===== src/rtl/gen_phase_pkg.sv =====
// Shared constants and types for the parametrised 4004-style phase sequencer.
package gen_phase_pkg;

  localparam int unsigned NUM_PHASES_4004 = 8;

  // Classic 4004 phase indices
  localparam int unsigned PH_A1 = 0;
  localparam int unsigned PH_A2 = 1;
  localparam int unsigned PH_A3 = 2;
  localparam int unsigned PH_M1 = 3;
  localparam int unsigned PH_M2 = 4;
  localparam int unsigned PH_X1 = 5;
  localparam int unsigned PH_X2 = 6;
  localparam int unsigned PH_X3 = 7;

  typedef enum logic {
    ST_IDLE = 1'b0,
    ST_RUN  = 1'b1
  } seq_state_e;

  function automatic int unsigned phase_idx_w(input int unsigned n);
    return (n > 1) ? $clog2(n) : 1;
  endfunction

endpackage


===== src/rtl/phase_prescaler.sv =====
// Divides CLK down to one phase tick every DIV enabled clocks; holds when EN=0.
module phase_prescaler #(
  parameter int unsigned DIV = 1
) (
  input  logic CLK,
  input  logic RES,
  input  logic CLR,
  input  logic EN,
  output logic TICK_C
);

  localparam int unsigned CW = (DIV > 1) ? $clog2(DIV) : 1;
  localparam logic [CW-1:0] LAST = CW'(DIV - 1);

  logic [CW-1:0] cnt_q;

  always_ff @(posedge CLK) begin
    if (RES || CLR) begin
      cnt_q <= '0;
    end else if (EN) begin
      cnt_q <= (cnt_q == LAST) ? '0 : cnt_q + CW'(1);
    end
  end

  assign TICK_C = (cnt_q == LAST);

endmodule


===== src/rtl/gen_phase_seq.sv =====
// One-hot instruction-cycle phase ring with prescaler, wait-state stretch,
// run/freeze, single-cycle launch and a completed-cycle counter.
module gen_phase_seq
  import gen_phase_pkg::*;
#(
  parameter int unsigned NUM_PHASES    = NUM_PHASES_4004,
  parameter int unsigned SYNC_PHASE    = PH_A1,
  parameter int unsigned STRETCH_PHASE = PH_M1,
  parameter int unsigned DIV           = 1,
  parameter int unsigned CNT_W         = 16
) (
  input  logic                                CLK,
  input  logic                                RES,
  input  logic                                RUN,
  input  logic                                CONT,
  input  logic                                START,
  input  logic                                STALL,
  output logic [NUM_PHASES-1:0]               PHASE,
  output logic [phase_idx_w(NUM_PHASES)-1:0]  PHASE_IDX,
  output logic                                SYNC_N,
  output logic                                CYC_DONE,
  output logic [CNT_W-1:0]                    CYC_CNT,
  output logic                                ERR
);

  localparam int unsigned IDX_W   = phase_idx_w(NUM_PHASES);
  localparam int unsigned LAST_PH = NUM_PHASES - 1;
  localparam logic [NUM_PHASES-1:0] FIRST = NUM_PHASES'(1);

  seq_state_e              state_q, state_d;
  logic [NUM_PHASES-1:0]   phase_q, phase_d;
  logic [IDX_W-1:0]        idx_q, idx_d;
  logic [CNT_W-1:0]        cnt_q, cnt_d;
  logic                    err_q, err_d;

  logic presc_clr;
  logic presc_en;
  logic tick_c;
  logic stall_hit;
  logic adv;
  logic illegal;
  logic last_exit;

  // A stall only bites on the stretch phase; the prescaler parks at its
  // terminal count so the release clock advances immediately.
  assign stall_hit = STALL & phase_q[STRETCH_PHASE];
  assign presc_en  = RUN & ~(stall_hit & tick_c);
  assign adv       = RUN & tick_c & ~stall_hit;
  assign illegal   = (phase_q != '0) && !$onehot(phase_q);

  phase_prescaler #(
    .DIV (DIV)
  ) u_presc (
    .CLK    (CLK),
    .RES    (RES),
    .CLR    (presc_clr),
    .EN     (presc_en),
    .TICK_C (tick_c)
  );

  // Next-state for the ring, cycle counter and error flag
  always_comb begin
    state_d   = state_q;
    phase_d   = phase_q;
    idx_d     = idx_q;
    cnt_d     = cnt_q;
    err_d     = err_q;
    presc_clr = 1'b0;
    last_exit = 1'b0;

    case (state_q)
      ST_IDLE: begin
        presc_clr = 1'b1;
        if (RUN && (CONT || START)) begin
          state_d = ST_RUN;
          phase_d = FIRST;
          idx_d   = '0;
        end
      end
      ST_RUN: begin
        if (adv) begin
          if (phase_q[LAST_PH]) begin
            last_exit = 1'b1;
            cnt_d     = cnt_q + CNT_W'(1);
            idx_d     = '0;
            if (CONT) begin
              phase_d = FIRST;
            end else begin
              state_d = ST_IDLE;
              phase_d = '0;
            end
          end else begin
            phase_d = {phase_q[NUM_PHASES-2:0], 1'b0};
            idx_d   = idx_q + IDX_W'(1);
          end
        end
      end
      default: begin
        state_d = ST_IDLE;
        phase_d = '0;
        idx_d   = '0;
      end
    endcase

    // A corrupted ring restarts at phase 0 without counting the cycle
    if (illegal) begin
      state_d   = ST_RUN;
      phase_d   = FIRST;
      idx_d     = '0;
      cnt_d     = cnt_q;
      err_d     = 1'b1;
      presc_clr = 1'b1;
      last_exit = 1'b0;
    end
  end

  always_ff @(posedge CLK) begin
    if (RES) begin
      state_q <= ST_IDLE;
      phase_q <= '0;
      idx_q   <= '0;
      cnt_q   <= '0;
      err_q   <= 1'b0;
    end else begin
      state_q <= state_d;
      phase_q <= phase_d;
      idx_q   <= idx_d;
      cnt_q   <= cnt_d;
      err_q   <= err_d;
    end
  end

  assign PHASE     = phase_q;
  assign PHASE_IDX = idx_q;
  assign CYC_CNT   = cnt_q;
  assign ERR       = err_q;
  assign CYC_DONE  = last_exit & ~RES;
  assign SYNC_N    = RES | ~(phase_d[SYNC_PHASE] & ~phase_q[SYNC_PHASE]);

endmodule


===== config.mk =====
export PLATFORM = sky130hd
export DESIGN_NAME = gen_phase_seq
export DESIGN_NICKNAME = d
export VERILOG_FILES = /design/src/rtl/gen_phase_pkg.sv /design/src/rtl/phase_prescaler.sv /design/src/rtl/gen_phase_seq.sv
export SDC_FILE = /design/constraint.sdc
export NUM_CORES = 1
export LEC_CHECK = 0
export CELL_PAD_IN_SITES_DETAIL_PLACEMENT = 1
export CELL_PAD_IN_SITES_GLOBAL_PLACEMENT = 2
export CORE_MARGIN = 3
export CORE_UTILIZATION = 33
export CTS_BUF_LIST = sky130_fd_sc_hd__clkbuf_8
export DETAILED_ROUTE_END_ITERATION = 8
export PLACE_DENSITY_LB_ADDON = 0.12
export REMOVE_ABC_BUFFERS = 1
export SLEW_MARGIN = 40
export SYNTH_ARGS = -nofsm -noshare
export SYNTH_HDL_FRONTEND = slang
export SYNTH_SLANG_ARGS = --single-unit

===== constraint.sdc =====
create_clock -name CLK -period 9.76 [get_ports CLK]
set_input_delay 2.44 -clock CLK [delete_from_list [all_inputs] [get_ports CLK]]
set_output_delay 2.44 -clock CLK [all_outputs]
set_load 0.05 [all_outputs]

# [Word-level counts from Yosys, hierarchy flattened]
# Index checks and enable logic that the tools add are counted.
[totals] regBits=30 output_inout_bits=30 word_cells=68
[classes] addsub=10 n_eq_ne=3 mux=23 n_bitwise=16 n_reduce_logical=9
[op_table] op="$mux W8" count=3
[op_table] op="$add A16 B1 Y16 const B" count=1
[op_table] op="$pmux W8 S2" count=1
[op_table] op="$mux W1" count=14
[op_table] op="$mux W3" count=3
[op_table] op="$add A1 B1 Y2" count=4
[op_table] op="$not A1 Y1" count=8
[op_table] op="$reduce_bool A8 Y1" count=1
[op_table] op="$and A1 B1 Y1" count=7
[op_table] op="$add A2 B2 Y3" count=2
[op_table] op="$pmux W3 S2" count=1
[op_table] op="$add A3 B3 Y4" count=1
[op_table] op="$eq A4 B1 Y1 const B" count=1
[op_table] op="$reduce_and A4 Y1" count=1
[op_table] op="$add A3 B1 Y3 const B" count=1
[op_table] op="$logic_and A1 B1 Y1" count=2
[op_table] op="$logic_or A1 B1 Y1" count=2
[op_table] op="$ne A2 B1 Y1 const B" count=1
[op_table] op="$ne A2 B2 Y1 const B" count=1
[op_table] op="$pmux W1 S2" count=1
[op_table] op="$reduce_and A2 Y1" count=1
[op_table] op="$reduce_or A2 Y1" count=1
[op_table] op="$add A1 B1 Y1 const B" count=1
[op_table] op="$logic_not A1 Y1" count=1
[op_table] op="$or A1 B1 Y1" count=1

# [Longest topological paths before layout]
# Gate-level depths: netlist (run 1).
[depth] word_depth=10 mapped_depth=13

# [Modules after synthesis]
# From an unflattened synthesis (run 1), not the netlist that was laid out.
[unflattened] cells_unflattened=192 hier_area_um2=1650.3
[by_module_without_submodules] mod="gen_phase_seq" instances=1 cells_per_inst=190 area_each_um2=1639.1 seq_area_each_um2=580.6
[by_module_without_submodules] mod="phase_prescaler" instances=1 cells_per_inst=2 area_each_um2=11.3 seq_area_each_um2=0.0

# [Worst setup path after synthesis (run 1)]
# OpenSTA, ideal clock, no wires.
[synth_path] path_kind="reg-to-output" from="register phase_q[0], in the netlist PHASE[0]" to="output CYC_DONE" t_arrival_ns=4.845 required_ns=7.320 slack_ns=2.475 path_stages_with_launch=13 path_buffers=1 cell_sequence="dfxtp_1 inv_1 fa_1 fa_1 fa_1 inv_1 ha_1 inv_1 fa_1 a211o_1 a2111o_1 buf_2 nor3_1"
[synth_via] elab_chain_len=8 elab_cells_between_ends=9 cone_classes="3 x add/sub; 1 x eq/ne; 1 x mux; 1 x bitwise; 3 x reduce/logical"
[synth_rtl] element="start: declaration" line_no="gen_phase_seq.sv:31" source="logic [NUM_PHASES-1:0] phase_q, phase_d;"
[synth_rtl] element="start signal: assignment" line_no="gen_phase_seq.sv:126" source="phase_q <= phase_d;"
[synth_rtl] element="$add A1 B1 Y2 (implied by the code)" line_no="gen_phase_seq.sv:49" source="assign illegal = (phase_q != '0) && !$onehot(phase_q);"
[synth_rtl] element="$add A2 B2 Y3 (implied by the code)" line_no="gen_phase_seq.sv:49"
[synth_rtl] element="$add A3 B3 Y4 (implied by the code)" line_no="gen_phase_seq.sv:49"
[synth_rtl] element="$eq A4 B1 Y1" line_no="gen_phase_seq.sv:49"
[synth_rtl] element="$logic_not A1 Y1" line_no="gen_phase_seq.sv:49"
[synth_rtl] element="$logic_and A1 B1 Y1 (*)" line_no="gen_phase_seq.sv:49"
[synth_rtl] element="$mux W1 (*)" line_no="gen_phase_seq.sv:106" source="if (illegal) begin"
[synth_rtl] element="$and A1 B1 Y1 (*)" line_no="gen_phase_seq.sv:137" source="assign CYC_DONE = last_exit & ~RES;"
[synth_rtl] element="end: declaration" line_no="gen_phase_seq.sv:21" source="output logic CYC_DONE,"
# Every way passes the cells marked *; elsewhere a longest branch is shown, timed or not.

# [Final worst setup path (run 1)]
[layout_path] from="register phase_q[3], in the netlist PHASE[3]" to="output CYC_DONE"
[layout_via] elab_chain_len=8 elab_cells_between_ends=14 cone_classes="3 x add/sub; 1 x eq/ne; 3 x mux; 4 x bitwise; 3 x reduce/logical"
[layout_rtl] element="$add A1 B1 Y2 (implied by the code)" line_no="gen_phase_seq.sv:49"
[layout_rtl] element="$add A2 B2 Y3 (implied by the code)" line_no="gen_phase_seq.sv:49"
[layout_rtl] element="$add A3 B3 Y4 (implied by the code)" line_no="gen_phase_seq.sv:49"
[layout_rtl] element="$eq A4 B1 Y1" line_no="gen_phase_seq.sv:49"
[layout_rtl] element="$logic_not A1 Y1" line_no="gen_phase_seq.sv:49"
[layout_rtl] element="$logic_and A1 B1 Y1" line_no="gen_phase_seq.sv:49"
[layout_rtl] element="$mux W1 (*)" line_no="gen_phase_seq.sv:106"
[layout_rtl] element="$and A1 B1 Y1 (*)" line_no="gen_phase_seq.sv:137"
# Marks and branches as above.

==> results.md, run 1 <==
- Dpl cell area: 0.00203 mm^2
- Main flop type after synthesis: dfxtp_1
- DP HPWL: 3360 um
- Clock tree buffer depth: 2
- Fin util: 46.7%
- Fin crit period: 7.54 ns
- Share of the synthesized area in the top cell type: 35.9%
- Reg2Reg Setup Slack: 5.21 ns
- Die X: 76.0 um
- Area Growth Syn to Fin: 30.8%
- CP startpoint: PHASE[3]
- Share of synthesized registers carrying an async set or reset: 0%
- Combinational power share: 14.5%
- Initial Util: 35.7%
- Adder-Cell Fraction of Synth Area: 9.58%
- TritonCTS Buffers: 5
- Crit. End Element: output port
- Post-route DRC: 0
- Fillers: 519
- Synth Area in XOR/XNOR: 0%
- Compound-Gate Fraction of Synth Area: 16.8%
- DR WL/cell: 15.7 um
- Area leader, netlist: dfxtp_1
- Vias in the first global route: 1537
- Clock share of power: 37.4%
- Global-route usage over all layers: 15.8%
- Static leakage: 0.783 nW
- Drt first pass iters: 4
- ANT cells: 0
- Cts-stage hold buffer count: 0
- Sequential Power Share: 48.0%
- Final setup violation count: 0
- Dpl ws: 2.35 ns
- Fin worst setup slack: 2.22 ns
- Reg2reg path depth: 12
- Grt ovf: 0
- CP Data Arrival Time: 5.10 ns
- Syn. warnings: 0
- CTS tree: yes
- FP Rows: 24
- Critical Setup Path Class: register to output port
- DR vias: 1487
- Number of port buffers: 35
- Hold Worst Slack: 0.451 ns
- Final Hold Fails: 0
- Fin. max-slew vios: 0
- Root Driver: clkbuf_8
- Vias/cell: 5.15
- Setup TNS: 0 ns
- CTS clock-pin slew for the worst setup and hold paths: 0.07 ns
- Max VDD drop: 0.0728 mV
- Layout Cells excl Fill: 289
- PostCTS Resize Cnt: 0
- RSZ-0062 raised after global routing: no
- Cell count after synthesis: 186
- Yosys cell types: 41
- Total clock sinks: 29
- Largest family of logic cells by synthesized area: simple AND/OR/NAND/NOR gates
- Reg2reg start: PHASE[3]
- Share of cells above drive strength 1: 6.25%
- Die Y: 76.0 um
- Die Area: 0.00578 mm^2
- GPL Wtd Cong: 0.714
- Clk_skew: 0.00445 ns
- H-tree Lvls: 2
- Routed WL: 4520 um
- #FFs+latches synth: 29
- Pwr Density: 120 mW/mm^2
- R2r endpoint: CYC_CNT[15]
- Worst Max-Slew Pin Slew: 0.744 ns
- Outcome: completed
- Mux contribution to synthesized area: 6.18%
- Initial antenna violation count: 0
- Max FO, Critical Path: 23
- DRT iter0 DRCs: 66
- Worst Hold Class: register to register
- FMAX: 0.133 GHz
- Placed cells: 281
- WP data required: 7.32 ns
- Switching power total: 0.0740 mW
- Sequential share of the synthesized area: 35.9%
- Mean area per synthesized cell: 8.70 um^2
- Fin crit share: 77.2%
- Sw Ratio: 29.0%
- IO Count: 36
- Final Power: 0.255 mW
- Clock Latency Late Sink: 0.28 ns
- Synthesized-area fraction occupied by and/or/nand/nor cells: 25.1%
- Top area cells in the synthesized netlist: dfxtp_1 (36%), fa_1 (4.9%), mux2_1 (4.9%)
- Largest net degree at the start of global routing: 24
- Internal power: 0.181 mW
- Post-CTS Setup Bufs: 0
- First-pass GRT wire length: 7430 um
- Final ANT Viol Nets: 0
- Final Cell Area: 0.00212 mm^2
- Worst setup endpoint: CYC_DONE
- Synthesized area: 0.00162 mm^2
- Max-slew headroom: 50.4%
- Number of flops mapped to enable cells by yosys: 0
- Core area: 0.00453 mm^2
- Worst Setup Start Kind: register
- Nets: 239
- Max-cap violations: 0
cells by family after synthesis:
| family | count (synthesis) |
|---|---|
| AO/OA/AOI/OAI | 41 |
| adder cells (fa/ha/maj) | 10 |
| buffers and inverters | 25 |
| flip-flops | 29 |
| multiplexers | 9 |
| AND/OR/NAND/NOR | 72 |
state kept, by name, summed over array words and instances, names as in the netlist:
signal	flops
CYC_CNT	16
state_q	1
PHASE	8
PHASE_IDX	3
ERR	1
metal layers:
layer	track usage (%)	up-vias	wire length, um
li1	-	734	-
met1	19.9	718	2190
met2	26.1	30	2100
met3	4.14	5	173
met4	5.98	0	57
met5	0	-	0
critical path, cell delays in order (launching register included):
cell and delay [ns]:
dfxtp_1 0.48, inv_1 0.10, fa_1 0.46, fa_1 0.52, fa_1 0.41, inv_1 0.08
ha_1 0.16, inv_1 0.06, fa_1 0.41, a211o_1 0.31, a2111o_1 0.73, nor3_1 0.27
clkdlybuf4s50_1 0.84
power by group through the flow:
stage	clock network (mW)	registers, mW	logic [mW]
after detailed placement	0	0.125	0.0365
final	0.0954	0.122	0.0369
after floorplan	0	0.130	0.0166
after CTS	0.0984	0.122	0.0366
after global routing	0.102	0.123	0.0403
after global placement	0	0.125	0.0352
how the worst min path moves through the flow:
stage                       start  slack [ns]       to  cells past startpoint
after floorplan           state_q        0.53  state_q                      2
after global placement        ERR        0.43      ERR                      2
after CTS                     ERR        0.46      ERR                      2
final                         ERR        0.45      ERR                      2
after global routing          ERR        0.49      ERR                      2
after detailed placement      ERR        0.45      ERR                      2
synth_stat cells (2+ instances only):
library cell	instances
dfxtp_1	29
nor2_1	20
inv_1	17
a21oi_1	13
a22oi_1	8
nand3_1	8
nor3_1	8
mux2_1	7
nand2_1	7
ha_1	6
o21ai_0	6
nor2b_1	5
and2_1	4
clkbuf_1	4
fa_1	4
or3_1	4
nand4_1	3
o31ai_1	3
or4_1	3
a211o_1	2
and4_1	2
buf_2	2
nor4_1	2
nor4_4	2
final cells by class:
class	instances	area (um^2)	area share, %
clock buffers	5	68.8	3.25
clock inverters	3	11.3	0.532
inverters	18	67.6	3.19
multi-input cells	132	943	44.5
flip-flops and latches	29	581	27.4
well taps	65	81.3	3.84
repair buffers	37	365	17.2
placed cells by master, fill, tap and decap left out, drive strengths merged:
cell type and n:
clkbuf 5, a211o 2, nand4 3, nor2 20, a2111o 1, a21oi 13, dfxtp 29, or4 3
o311ai 1, o21a 1, o211ai 1, nor2b 5, a22oi 8, and2 5, o211a 1, nand3 8
inv 21, or4b 1, a31o 1, nand2 7, clkdlybuf4s50 35, o21bai 1, ha 6, o31ai 3
nand3b 1, nor3 8, o22ai 1, a32o 1, or3 4, nor4 4, fa 4, or2 1
o21ai 6, buf 2, and4 2, mux2 8, mux2i 1
No activity file was read; power rests on OpenSTA's default activity.
==> run 2, diff against run 1 <==
Settings changed: CORE_UTILIZATION 33 to 28.
Clock period 9.76 ns to 6.8 ns, I/O delays scaled along.
==> results.md, run 2 (same netlist as run 1, synthesis figures left out) <==
- Sw Ratio: 23.9% (was 29.0%)
- Setup TNS: 0 ns (unchanged)
- Worst Max-Slew Pin Slew: 0.771 ns (was 0.744 ns)
- Nets: 240 (was 239)
- Pwr Density: 202 mW/mm^2 (was 120 mW/mm^2)
- Core area: 0.00554 mm^2 (was 0.00453 mm^2)
- Top sig layer: met4 (unchanged)
- TritonCTS Buffers: 5 (unchanged)
- Fin crit period: 6.41 ns
- Number of port buffers: 35 (unchanged)
- Final Power: 0.442 mW (was 0.255 mW)
- Fin. max-slew vios: 0 (unchanged)
- Final setup violation count: 0 (unchanged)
- Fin util: 39.4% (was 46.7%)
- Total clock sinks: 29 (unchanged)
- Fin crit share: 94.3%
- H-tree Lvls: 2 (unchanged)
- Die Y: 82.0 um (was 76.0 um)
- RSZ-0062 raised after global routing: no (unchanged)
- Root Driver: clkbuf_8 (unchanged)
- Clock Latency Late Sink: 0.28 ns (about the same)
- Most common cell after layout, fill and taps aside: clkdlybuf4s50_1 (unchanged)
- FMAX: 0.156 GHz
- Post-CTS Setup Bufs: 0 (unchanged)
- Clk_skew: 0.00760 ns (was 0.00445 ns)
- Die Area: 0.00673 mm^2 (was 0.00578 mm^2)
- Slowest cell on crit path: clkdlybuf4s50_1 (unchanged)
- WP data required: 5.10 ns (was 7.32 ns)
- First-pass GRT wire length: 7290 um (was 7430 um)
- CP Data Arrival Time: 4.71 ns (was 5.10 ns)
- Crit-path cells: inv_1, fa_1, fa_1, fa_1, inv_1, ha_1, inv_1, fa_1, a211o_1, a21oi_1, or2_1, a211o_1, clkdlybuf4s50_1 (was inv_1, fa_1, fa_1, fa_1, inv_1, ha_1, inv_1, fa_1, a211o_1, a2111o_1, nor3_1, clkdlybuf4s50_1)
- Initial antenna violation count: 0 (unchanged)
- Critical Setup Path Class: register to output port (unchanged)
- Static leakage: 0.801 nW (was 0.783 nW)
- Outcome: completed (unchanged)
- Clock tree buffer depth: 2 (unchanged)
- Clock share of power: 48.7% (was 37.4%)
- Crit. End Element: output port (unchanged)
- Share of cells above drive strength 1: 7.56% (was 6.25%)
- Vias/cell: 5.09 (was 5.15)
- Worst Hold Class: register to register (unchanged)
- CTS tree: yes (unchanged)
- Max reg flops: 16 (unchanged)
- ANT cells: 0 (unchanged)
- Cts-stage hold buffer count: 0 (unchanged)
- Cell mode on critical path: fa_1 (unchanged)
- Combinational power share: 11.6% (was 14.5%)
- Global-route usage over all layers: 14.2% (was 15.8%)
- Initial Util: 29.2% (was 35.7%)
- Internal power: 0.336 mW (was 0.181 mW)
- DP HPWL: 3290 um (was 3360 um)
- Fillers: 650 (was 519)
- Routed WL: 4430 um (was 4520 um)
- Worst Setup Start Kind: register (unchanged)
- Switching power total: 0.106 mW (was 0.0740 mW)
- GPL Wtd Cong: 0.724 (was 0.714)
- CTS clock-pin slew for the worst setup and hold paths: 0.07 ns (about the same)
- CP max stage delay: 0.80 ns (was 0.84 ns)
- Drt first pass iters: 4 (unchanged)
- Layout Cells excl Fill: 297 (was 289)
- Max FO, Critical Path: 8 (was 23)
- IO Count: 36 (unchanged)
- Max VDD drop: 0.0815 mV (was 0.0728 mV)
- DRT iter0 DRCs: 37 (was 66)
- Final Hold Fails: 0 (unchanged)
- Final ANT Viol Nets: 0 (unchanged)
- Routed wl met3: 114 um (was 173 um)
- PostCTS Resize Cnt: 0 (unchanged)
- Met2 WL: 2040 um (was 2100 um)
- Die X: 82.0 um (was 76.0 um)
- Max-cap violations: 0 (unchanged)
- Placed cells: 289 (was 281)
- Max-slew headroom: 48.5% (was 50.4%)
- Post-route DRC: 0 (unchanged)
- Commonest non-fill, non-tap cells in the layout: clkdlybuf4s50_1 (35), dfxtp_1 (29), nor2_1 (20) (was clkdlybuf4s50_1 (35), dfxtp_1 (29), inv_1 (20), nor2_1 (20), a21oi_1 (13))
- Grt ovf: 0 (unchanged)
- DR WL/cell: 14.9 um (was 15.7 um)
- Area Growth Syn to Fin: 34.9% (was 30.8%)
- Vias in the first global route: 1517 (was 1537)
- Sequential Power Share: 39.7% (was 48.0%)
- Dpl cell area: 0.00205 mm^2 (was 0.00203 mm^2)
- Largest net degree at the start of global routing: 23 (was 24)
- FP Rows: 27 (was 24)
- DR vias: 1512 (was 1487)
- Met1 wire length: 2200 um (was 2190 um)
- Final Cell Area: 0.00218 mm^2 (was 0.00212 mm^2)
## run 2: cell types whose count changed in the layout (fill, tap and decap cells not counted), sizes merged
cell,delta
clkinv,+1
inv,-3
bufinv,+2
buf,+1
## run 2: final cells by class
cell class	instances	area (um^2)	area share, %
Clock inverter	3	65.1	2.98
Sequential cell	29	581	26.6
Multi-Input combinational cell	132	940	43.0
Inverter	18	67.6	3.09
Tap cell	72	90.1	4.12
Clock buffer	5	68.8	3.15
Timing Repair Buffer	38	373	17.1
## run 2: critical path: cells and delay by family, from the launching register on
kind | cells | cell delay [ns]
adder cells (fa/ha/maj) | 5 | 1.95
buffers and inverters | 4 | 1.02
AO/OA/AOI/OAI | 3 | 0.77
flip-flops | 1 | 0.47
AND/OR/NAND/NOR | 1 | 0.24
## run 2: layer usage
layer	global-route usage, %	vias to the layer above
met5	0	-
met4	4.15	0
met3	3.95	6
met2	22.7	25
met1	18.5	740
li1	-	741
## run 2: power by group through the flow
stage	Combinational [mW]	Sequential, mW	Clock [mW]
6_report	0.0514	0.175	0.215
3_5_place_dp	0.0520	0.179	0
3_3_place_gp	0.0509	0.179	0
5_1_grt	0.0566	0.176	0.231
4_1_cts	0.0522	0.175	0.221
2_1_floorplan	0.0239	0.187	0
## run 2: path summary, 6_finish.rpt
check             startpoint          to  cells after the start  slack (ns)
setup reg to reg    PHASE[3]  CYC_CNT[7]                     13        2.45
setup / recovery    PHASE[3]      SYNC_N                     13        0.39
hold reg to reg          ERR         ERR                      2        0.45
hold / removal           ERR         ERR                      2        0.45
## run 2: stage by stage
step,hold slack (ns),setup slack (ns)
2_1_floorplan,0.528,0.168
3_3_place_gp,0.461,0.788
3_5_place_dp,0.444,0.687
4_1_cts,0.457,0.345
5_1_grt,0.509,0.131
6_report,0.449,0.387
